--- config.mk ---
export PLATFORM = sky130hd
export DESIGN_NAME = fifo_rd_fwft_block_flat
export DESIGN_NICKNAME = d
export VERILOG_FILES = /design/src/rtl/fifo_pkg.sv /design/src/rtl/fifo_rd_fwft_block_if.sv /design/src/rtl/fifo_sync_block.sv /design/src/rtl/fifo_rd_fwft_block.sv /design/src/flat_wrapper.sv
export SDC_FILE = /design/constraint.sdc
export NUM_CORES = 1
export LEC_CHECK = 0
export BUFFER_PORTS_ARGS = -buffer_cell sky130_fd_sc_hd__buf_2
export CORE_AREA = 2 2 89 91
export CTS_CLUSTER_SIZE = 8
export DETAILED_ROUTE_END_ITERATION = 7
export DIE_AREA = 0 0 91 93
export PLACE_DENSITY_LB_ADDON = 0.05
export SLEW_MARGIN = 15
export SYNTH_ARGS = -nofsm -noshare
export SYNTH_HDL_FRONTEND = slang
export SYNTH_SLANG_ARGS = --single-unit
--- constraint.sdc ---
create_clock -name rd_clk -period 2.5 [get_ports rd_clk]
set_input_delay 0.25 -clock rd_clk [delete_from_list [all_inputs] [get_ports rd_clk]]
set_output_delay 0.25 -clock rd_clk [all_outputs]
set_load 0.005 [all_outputs]
--- src/rtl/fifo_pkg.sv ---
// fifo_pkg: shared definitions for the asynchronous FIFO read-side slice.
//   - default address/data widths
//   - output-buffer occupancy states
//   - Gray <-> binary conversion helpers (operate on up to FIFO_PTR_MAXW bits;
//     callers zero-extend narrower pointers and truncate the result)
package fifo_pkg;

  localparam int unsigned FIFO_AW_DEFAULT = 2;
  localparam int unsigned FIFO_DW_DEFAULT = 32;
  localparam int unsigned FIFO_PTR_MAXW   = 32;

  typedef enum logic [1:0] {
    BUF_EMPTY = 2'd0,
    BUF_ONE   = 2'd1,
    BUF_TWO   = 2'd2
  } buf_state_e;

  function automatic logic [FIFO_PTR_MAXW-1:0] gray2bin(input logic [FIFO_PTR_MAXW-1:0] g);
    logic [FIFO_PTR_MAXW-1:0] b;
    b[FIFO_PTR_MAXW-1] = g[FIFO_PTR_MAXW-1];
    for (int unsigned i = FIFO_PTR_MAXW - 1; i > 0; i--) begin
      b[i-1] = b[i] ^ g[i-1];
    end
    return b;
  endfunction

  function automatic logic [FIFO_PTR_MAXW-1:0] bin2gray(input logic [FIFO_PTR_MAXW-1:0] b);
    return b ^ (b >> 1);
  endfunction

endpackage

--- src/rtl/fifo_rd_fwft_block_if.sv ---
// fifo_rd_fwft_block_if: first-word-fall-through consumer stream.
//   out_data  - head-of-queue data          (master -> slave)
//   out_valid - out_data valid              (master -> slave)
//   out_ready - consumer accepts this cycle (slave  -> master)
interface fifo_rd_fwft_block_if
  import fifo_pkg::*;
#(
  parameter int unsigned DW = FIFO_DW_DEFAULT
) ();

  logic [DW-1:0] out_data;
  logic          out_valid;
  logic          out_ready;

  modport master (output out_data, output out_valid, input out_ready);
  modport slave  (input out_data, input out_valid, output out_ready);

endinterface

--- src/rtl/fifo_sync_block.sv ---
// fifo_sync_block: STAGES-deep flop chain bringing a multi-bit Gray-coded
// value into the clk domain. Only safe for values that change by at most one
// bit per update.
//   clk   - destination clock
//   reset - asynchronous, active-high; clears every stage
//   d_i   - asynchronous input
//   q_o   - synchronized output (last stage)
module fifo_sync_block #(
  parameter int unsigned WIDTH  = 3,
  parameter int unsigned STAGES = 2
) (
  input  logic             clk,
  input  logic             reset,
  input  logic [WIDTH-1:0] d_i,
  output logic [WIDTH-1:0] q_o
);

  logic [WIDTH-1:0] sync_q [STAGES];

  always_ff @(posedge clk or posedge reset) begin
    if (reset) begin
      for (int unsigned i = 0; i < STAGES; i++) begin
        sync_q[i] <= '0;
      end
    end else begin
      sync_q[0] <= d_i;
      for (int unsigned i = 1; i < STAGES; i++) begin
        sync_q[i] <= sync_q[i-1];
      end
    end
  end

  assign q_o = sync_q[STAGES-1];

endmodule

--- src/rtl/fifo_rd_fwft_block.sv ---
// fifo_rd_fwft_block: read-side front end of the asynchronous FIFO (rd_clk).
// Synchronizes the write Gray pointer, drives the read strobe of the empty
// block, and holds up to two memory words in a FWFT output buffer.
// Optional build macro FIFO_RD_LEVEL_EN enables registered occupancy
// (rd_count) and almost-empty reporting; without it rd_count is 0 and
// rd_almost_empty follows rd_fifo_empty.
// Ports:
//   rd_clk, reset       - read clock, asynchronous active-high reset
//   wr_gray_pointer     - write Gray pointer (asynchronous)
//   rd_wr_gray_pointer  - synchronized write Gray pointer to the empty block
//   rd_gray_pointer     - read Gray pointer from the empty block
//   rd_fifo_empty       - registered empty flag from the empty block
//   rd_read             - read strobe to the empty block
//   mem_rd_data         - combinational RAM data at the current read address
//   out_if              - FWFT consumer stream (out_data/out_valid/out_ready)
//   rd_count            - memory occupancy 0..2^AW (buffered words excluded)
//   rd_almost_empty     - rd_count <= AE_LEVEL
module fifo_rd_fwft_block
  import fifo_pkg::*;
#(
  parameter int unsigned AW          = FIFO_AW_DEFAULT,
  parameter int unsigned DW          = FIFO_DW_DEFAULT,
  parameter int unsigned SYNC_STAGES = 2,
  parameter int unsigned AE_LEVEL    = 1
) (
  input  logic                 rd_clk,
  input  logic                 reset,
  input  logic [AW:0]          wr_gray_pointer,
  output logic [AW:0]          rd_wr_gray_pointer,
  input  logic [AW:0]          rd_gray_pointer,
  input  logic                 rd_fifo_empty,
  output logic                 rd_read,
  input  logic [DW-1:0]        mem_rd_data,
  fifo_rd_fwft_block_if.master out_if,
  output logic [AW:0]          rd_count,
  output logic                 rd_almost_empty
);

  localparam int unsigned PW = AW + 1;

  fifo_sync_block #(
    .WIDTH  (PW),
    .STAGES (SYNC_STAGES)
  ) u_wr_ptr_sync (
    .clk   (rd_clk),
    .reset (reset),
    .d_i   (wr_gray_pointer),
    .q_o   (rd_wr_gray_pointer)
  );

  // Output buffer: buf0 is the head, buf1 the skid entry.
  buf_state_e    state_q, state_d;
  logic [DW-1:0] buf0_q, buf0_d;
  logic [DW-1:0] buf1_q, buf1_d;
  logic          pop;

  // Registered-only terms: no path from out_ready to rd_read.
  assign rd_read = !rd_fifo_empty && (state_q != BUF_TWO);
  assign pop     = (state_q != BUF_EMPTY) && out_if.out_ready;

  always_ff @(posedge rd_clk or posedge reset) begin
    if (reset) begin
      state_q <= BUF_EMPTY;
      buf0_q  <= '0;
      buf1_q  <= '0;
    end else begin
      state_q <= state_d;
      buf0_q  <= buf0_d;
      buf1_q  <= buf1_d;
    end
  end

  // Incoming word lands in the lowest entry that is free after the pop.
  always_comb begin
    state_d = state_q;
    buf0_d  = buf0_q;
    buf1_d  = buf1_q;
    unique case (state_q)
      BUF_EMPTY: begin
        if (rd_read) begin
          buf0_d  = mem_rd_data;
          state_d = BUF_ONE;
        end
      end
      BUF_ONE: begin
        if (pop && rd_read) begin
          buf0_d = mem_rd_data;
        end else if (pop) begin
          state_d = BUF_EMPTY;
        end else if (rd_read) begin
          buf1_d  = mem_rd_data;
          state_d = BUF_TWO;
        end
      end
      BUF_TWO: begin
        // rd_read is low here, so a pop never coincides with a push.
        if (pop) begin
          buf0_d  = buf1_q;
          state_d = BUF_ONE;
        end
      end
      default: state_d = BUF_EMPTY;
    endcase
  end

  assign out_if.out_valid = (state_q != BUF_EMPTY);
  assign out_if.out_data  = buf0_q;

`ifdef FIFO_RD_LEVEL_EN
  logic [AW:0] wr_bin, rd_bin, count_next;
  logic [AW:0] rd_count_q;
  logic        almost_empty_q;

  assign wr_bin     = PW'(gray2bin(FIFO_PTR_MAXW'(rd_wr_gray_pointer)));
  assign rd_bin     = PW'(gray2bin(FIFO_PTR_MAXW'(rd_gray_pointer)));
  // Modulo 2^(AW+1) difference; correct across pointer wrap.
  assign count_next = wr_bin - rd_bin;

  always_ff @(posedge rd_clk or posedge reset) begin
    if (reset) begin
      rd_count_q     <= '0;
      almost_empty_q <= 1'b1;
    end else begin
      rd_count_q     <= count_next;
      almost_empty_q <= (FIFO_PTR_MAXW'(count_next) <= AE_LEVEL);
    end
  end

  assign rd_count        = rd_count_q;
  assign rd_almost_empty = almost_empty_q;
`else
  logic rd_gray_unused;
  localparam int unsigned ae_level_unused = AE_LEVEL;

  assign rd_gray_unused  = ^rd_gray_pointer;
  assign rd_count        = '0;
  assign rd_almost_empty = rd_fifo_empty;
`endif

endmodule
--- src/flat_wrapper.sv ---
// flat-port wrapper written by rule: the top's interface ports become plain ports
module fifo_rd_fwft_block_flat import fifo_pkg::*;
#(
  parameter int unsigned AW          = FIFO_AW_DEFAULT,
  parameter int unsigned DW          = FIFO_DW_DEFAULT,
  parameter int unsigned SYNC_STAGES = 2,
  parameter int unsigned AE_LEVEL    = 1
)
  (rd_clk, reset, wr_gray_pointer, rd_wr_gray_pointer, rd_gray_pointer, rd_fifo_empty, rd_read, mem_rd_data, rd_count, rd_almost_empty, out_if_out_data, out_if_out_valid, out_if_out_ready);
  fifo_rd_fwft_block_if #(.DW(DW)) out_if_i ();
  input  logic rd_clk;
  input  logic reset;
  input  logic [AW:0] wr_gray_pointer;
  output logic [AW:0] rd_wr_gray_pointer;
  input  logic [AW:0] rd_gray_pointer;
  input  logic rd_fifo_empty;
  output logic rd_read;
  input  logic [DW-1:0] mem_rd_data;
  output logic [AW:0] rd_count;
  output logic rd_almost_empty;
  output wire logic [$bits(out_if_i.out_data)-1:0] out_if_out_data;
  output wire logic [$bits(out_if_i.out_valid)-1:0] out_if_out_valid;
  input wire logic [$bits(out_if_i.out_ready)-1:0] out_if_out_ready;
  assign out_if_out_data = out_if_i.out_data;
  assign out_if_out_valid = out_if_i.out_valid;
  assign out_if_i.out_ready = out_if_out_ready;
  fifo_rd_fwft_block #(.AW(AW), .DW(DW), .SYNC_STAGES(SYNC_STAGES), .AE_LEVEL(AE_LEVEL)) u_core (.rd_clk(rd_clk), .reset(reset), .wr_gray_pointer(wr_gray_pointer), .rd_wr_gray_pointer(rd_wr_gray_pointer), .rd_gray_pointer(rd_gray_pointer), .rd_fifo_empty(rd_fifo_empty), .rd_read(rd_read), .mem_rd_data(mem_rd_data), .out_if(out_if_i), .rd_count(rd_count), .rd_almost_empty(rd_almost_empty));
endmodule
# Yosys cells after proc, flatten, opt, wreduce, memory -nomap -nowiden
# Index checks and enable logic that the tools add are counted.
# totals
register_bits	72
in_bits	42
output_inout_bits	41
elab_cells	35
# op_classes
n_eq_ne	8
muxes	10
bitwise_logic	2
n_reduce_logical	10
# ops
operator	n
$mux W32	3
$pmux W32 S3	1
$reduce_and A4 Y1	3
$mux W2	5
$ne A2 B1 Y1 const B	3
$pmux W2 S3	1
$ne A2 B2 Y1 const B	2
$logic_and A1 B1 Y1	3
$ne A3 B1 Y1 const B	1
$reduce_bool A3 Y1	1
$eq A2 B1 Y1 const B	1
$eq A2 B2 Y1 const B	1
$logic_not A2 Y1	1
$not A1 Y1	2
$reduce_bool A2 Y1	1
$logic_not A1 Y1	1

# Logic depth before layout (Yosys ltp)
# logic_depth
ltp_word	6
mapped_depth	5
ltp_nobuf	3

# By module
# A second synthesis with hierarchy kept.
# unflattened
cells_unflattened	202
hier_area_um2	3402.0
# modules_own_cells
module	n_inst	cells_per_inst	area_each_um2	seq_area_each_um2
fifo_rd_fwft_block	1	192	3225.6	1651.6
fifo_sync_block	1	10	176.4	150.1

# Worst setup path before layout
# Ideal clock, no wire load.
# synth_timing
path_type	register -> register
from	register u_core.state_q[1]
to	register u_core.buf0_q[10] (netlist: u_core.out_if.out_data[10])
arrival_ns	1.407
required_ns	2.375
slack_ns	0.968
stages_incl_launch_ff	6
path_buffers	2
period_less_slack_ns	1.532
path_cell_list	dfrtp_1 > nor2b_4 > buf_6 > buf_6 > mux2_2 > mux2_4
# synth_via
elab_chain_len	5
word_cells_on_any_way	14
# synth_lines
item	line_no	text
start, declared	fifo_rd_fwft_block.sv:52	buf_state_e state_q, state_d;
start signal, assigned	fifo_rd_fwft_block.sv:67	state_q <= state_d;
$ne A2 B2 Y1 or $reduce_bool A2 Y1 (tied branches)	fifo_rd_fwft_block.sv:58, fifo_rd_fwft_block.sv:59	
$logic_and A1 B1 Y1, on equally long branches	fifo_rd_fwft_block.sv:58, fifo_rd_fwft_block.sv:59	
$logic_and A1 B1 Y1	fifo_rd_fwft_block.sv:86	if (pop && rd_read) begin
$ne A2 B1 Y1 (no source line)	n/a	
$reduce_and A4 Y1 (no source line)	n/a	
end signal, assigned	fifo_rd_fwft_block.sv:68	buf0_q <= buf0_d;
end, declared	fifo_rd_fwft_block.sv:53	logic [DW-1:0] buf0_q, buf0_d;
# Several ways; a longest one is shown, not always the timed one.
# A chain may end at the register's enable or synchronous reset.

# Worst setup path in the final report
# layout_timing
from	register u_core.state_q[1]
to	output rd_read
# layout_via
elab_chain_len	2
# layout_lines
item	line_no	text
$ne A2 B2 Y1	fifo_rd_fwft_block.sv:58	assign rd_read = !rd_fifo_empty && (state_q != BUF_TWO);
$logic_and A1 B1 Y1	fifo_rd_fwft_block.sv:58	
end, declared	flat_wrapper.sv:17	output logic rd_read;
# Every way passes these cells.

==> run_results.csv <==
group,metric,value,unit
drt,met3_length,310,um
drt,met1Wirelength,2700,um
die,core_region_area,7530,um^2
finish,drive_gt1_share,68.3,%
clocking,clock_pin_slew_on_the_worst_setup_and_hold_paths,80,ps
place,hpwlAfterDp,3760,um
synth,ys.warnings.count,0,
drt,first_pass_iters,2,
synth,syn-cell-area,3280,um^2
synth,netlist.area_leader.share,54.9,%
die,die_w,91,um
status,status,"complete, no violations",
synth,yosys-mux-area-fraction,36.4,%
drt,detail_route.vias_per_cell,4.75,
synth,synth_enable_flop_cells,0,
synth,synth_most_common_cell,"sky130_fd_sc_hd__dfrtp_1",
finish,synthToLayoutAreaGrowth,21.2,%
drt,drt_wl_total,5710,um
job,max-cap-violations,0,
setup_path,timing.setup.critical_path_class,"reg -> out",
synth,yosys.cell_types.count,19,
synth,synth_ff_type,"sky130_fd_sc_hd__dfrtp_1",
die,total_number_of_placement_rows,32,
grt,grt_util_all_layers,14.3,%
synth,synth_top_family_by_area,"multiplexers",
setup_path,critPathArrivalTime,1480,ps
grt,antenna_found_initial,0,
die,die_height,93,um
power,cellLeakagePower,0.00185,uW
sta,final.period_utilization,69.4,%
synth,netlist_top_cells_count,"72 x sky130_fd_sc_hd__dfrtp_1, 62 x sky130_fd_sc_hd__mux2_2, 30 x sky130_fd_sc_hd__mux2_4",
synth,synth-async-reset-ratio,100,%
finish,final_nets,324,
grt,first_global_vias,1957,
place,gp_congestion,0.716,
finish,antenna-diode-count,0,
synth,synth.yosys.seq_area_share,54.9,%
setup_path,timing.critical_path.cells,"nor2b_4, buf_4, nor2_1, buf_2",
synth,synth-compound-area-share,0.916,%
sta,grt_setup_unrepaired,"no",
sta,clock_skew,12.2,ps
sta,timing_hold_violations_final,0,
power,power_density,1040,nW/um^2
setup_path,family_of_cells_with_the_greatest_summed_delay_on_the_critical_path,"flip-flops",
sta,worst_hold_margin,139,ps
die,initial_utilization,43.6,%
setup_path,endpoint_kind,"output pin",
clocking,htree_num_levels,3,
setup_path,worstPathRequired,2250,ps
synth,yosys_register_bits,72,
drt,ant_nets,0,
sta,slew_violations,0,
setup_path,cpMaxStageDelayCell,"sky130_fd_sc_hd__dfrtp_1",
setup_path,number_of_buffers_and_inverters_on_the_critical_path,2,
sta,setup-violations-final,0,
clocking,cts_buffer_depth,2,
drt,dr.max_layer_used,"met4",
clocking,cts_inserted_buffers,9,
grt,grt_first_pass_wirelength,9410,um
clocking,tritoncts,"done",
clocking,cts_num_sinks,72,
clocking,clock_insertion_delay_worst_skew,340,ps
sta,totalNegativeSetupSlack,0,ps
synth,synth.avg_cell_area,16.5,um^2
synth,xor_xnor_portion_of_the_synthesized_cell_area,0.267,%
setup_path,critPathLaunchType,"flip-flop",
synth,synthCells,199,
drt,drcViolationCount,0,
drt,wl_per_cell,14.7,um
grt,grt_max_degree,73,
drt,drt_first_iter_violations,30,
setup_path,critPathMaxStageDelay,450,ps
worst_hold_path,hold_path.class,"in -> reg",
die,ioPinCount,83,
die,die_area,8460,um^2
drt,vias,1846,
power,fin_total_pwr,4120,uW
clocking,cts_post_setup_buffers_inserted,0,
power,ir_drop,0.420,mV
grt,grt-ovfl-total,0,
sta,timing.final.crit_period,1730,ps
drt,detailroute.wirelength.met2,2600,um
sta,maxClockFrequency,576,MHz
clocking,ctsRootBufferMaster,"sky130_fd_sc_hd__clkbuf_8",
synth,synth.area.top_cells,"sky130_fd_sc_hd__dfrtp_1 55%, sky130_fd_sc_hd__mux2_2 21%, sky130_fd_sc_hd__mux2_4 14%, sky130_fd_sc_hd__buf_4 2.3%, sky130_fd_sc_hd__buf_12 1.8%",
place,buffer_ports.inserted,76,
setup_path,crit_path_max_fanout,20,
synth,synth_fa_ha_area_share,0,%
synth,netlist.top_cell.by_area,"sky130_fd_sc_hd__dfrtp_1",
synth,synth_simple_gate_area_share,1.64,%
## cells in the final DEF, fill, tap and decap left out
cell type                        n
sky130_fd_sc_hd__nor2_1          2
sky130_fd_sc_hd__nor3_4          1
sky130_fd_sc_hd__nand2b_1        1
sky130_fd_sc_hd__mux2_1          4
sky130_fd_sc_hd__mux2_2         62
sky130_fd_sc_hd__inv_1           1
sky130_fd_sc_hd__nor2b_4         1
sky130_fd_sc_hd__buf_12          3
sky130_fd_sc_hd__dlygate4sd3_1   4
sky130_fd_sc_hd__inv_6           1
sky130_fd_sc_hd__o21ai_0         1
sky130_fd_sc_hd__clkbuf_8       10
sky130_fd_sc_hd__a21o_1          1
sky130_fd_sc_hd__dfrtp_1        72
sky130_fd_sc_hd__mux2_4         30
sky130_fd_sc_hd__conb_1          3
sky130_fd_sc_hd__bufinv_16       2
sky130_fd_sc_hd__or2_2           1
sky130_fd_sc_hd__xnor2_1         1
sky130_fd_sc_hd__clkinvlp_4      3
sky130_fd_sc_hd__nand2_1         1
sky130_fd_sc_hd__a22o_4          1
sky130_fd_sc_hd__inv_2           1
sky130_fd_sc_hd__buf_2          76
sky130_fd_sc_hd__buf_4           4
## cell families (layout without fill, tap and decap cells)
logic type	after synthesis	in the layout
muxes	96	96
DFF	72	72
buffers and inverters	19	105
and+or+nand+nor	7	7
AOI/OAI and AO/OA	3	3
other	1	3
xor gates and xnor gates	1	1
## final timing paths
kind                                                startpoint                          end  slack [ps]  depth (start not counted)
worst max-delay path                         u_core.state_q[1]                      rd_read         770                          4
worst min-delay path                           mem_rd_data[31]            u_core.buf1_q[31]         140                          2
worst max register to register               u_core.state_q[0]            u_core.buf1_q[13]         800                          4
worst min register to register  u_core.u_wr_ptr_sync.sync_q[3]  u_core.u_wr_ptr_sync.q_o[0]         350                          0
max in group asynchronous                                reset            u_core.buf1_q[21]        1650                          4
min in group asynchronous                                reset             u_core.buf1_q[6]         520                          4
## metal layers
layer  GRT usage (%)  vias to the layer above
met5               0                        -
met4            6.44                        0
met3            3.71                        9
met2            21.4                       50
met1            19.6                      925
li1                -                      862
## flip-flops by register name, indices dropped and copies added (netlist names)
register                     flops
u_core.state_q                   2
u_core.buf1_q                   32
u_core.u_wr_ptr_sync.q_o         3
u_core.out_if.out_data          32
u_core.u_wr_ptr_sync.sync_q      3
## report_power, final
group	switching [uW]	internal (uW)
logic	404	793
registers	231	1650
clock network	447	592
total	1080	3040
## final cells by class
type / instances / area (um^2)
fillers: 681 / 3550
flip-flops and latches: 72 / 1800
multi-input cells: 110 / 1300
repair buffers: 87 / 510
clock buffers: 10 / 138
well taps: 102 / 128
clock inverters: 6 / 91.3
inverters: 2 / 7.51
## worst register-to-register path: cells and delay by family (launching register included)
kind,cells,cell delay [ps]
muxes,1,340
and+or+nand+nor,2,580
DFF,1,400
buffers and inverters,1,260
## timing repair
action	4_1_cts	5_1_grt
hold endpoints to repair	25	0
gates resized for setup	0	0
hold buffers	4	0
## stage by stage
| step | cell area [um^2] | cells | worst slack [ps] | utilization [%] |
|---|---|---|---|---|
| floorplan | 3290 | 201 | 425 | - |
| global placement | 3700 | 369 | 764 | 49.2 |
| detailed placement | 3700 | 369 | 726 | 49.2 |
| CTS | 3970 | 389 | 723 | 52.8 |
| global route | 3970 | 389 | 662 | 52.8 |
| finish | 3970 | 389 | 765 | 52.8 |
Note: power is estimated with default switching activity, not from simulation.
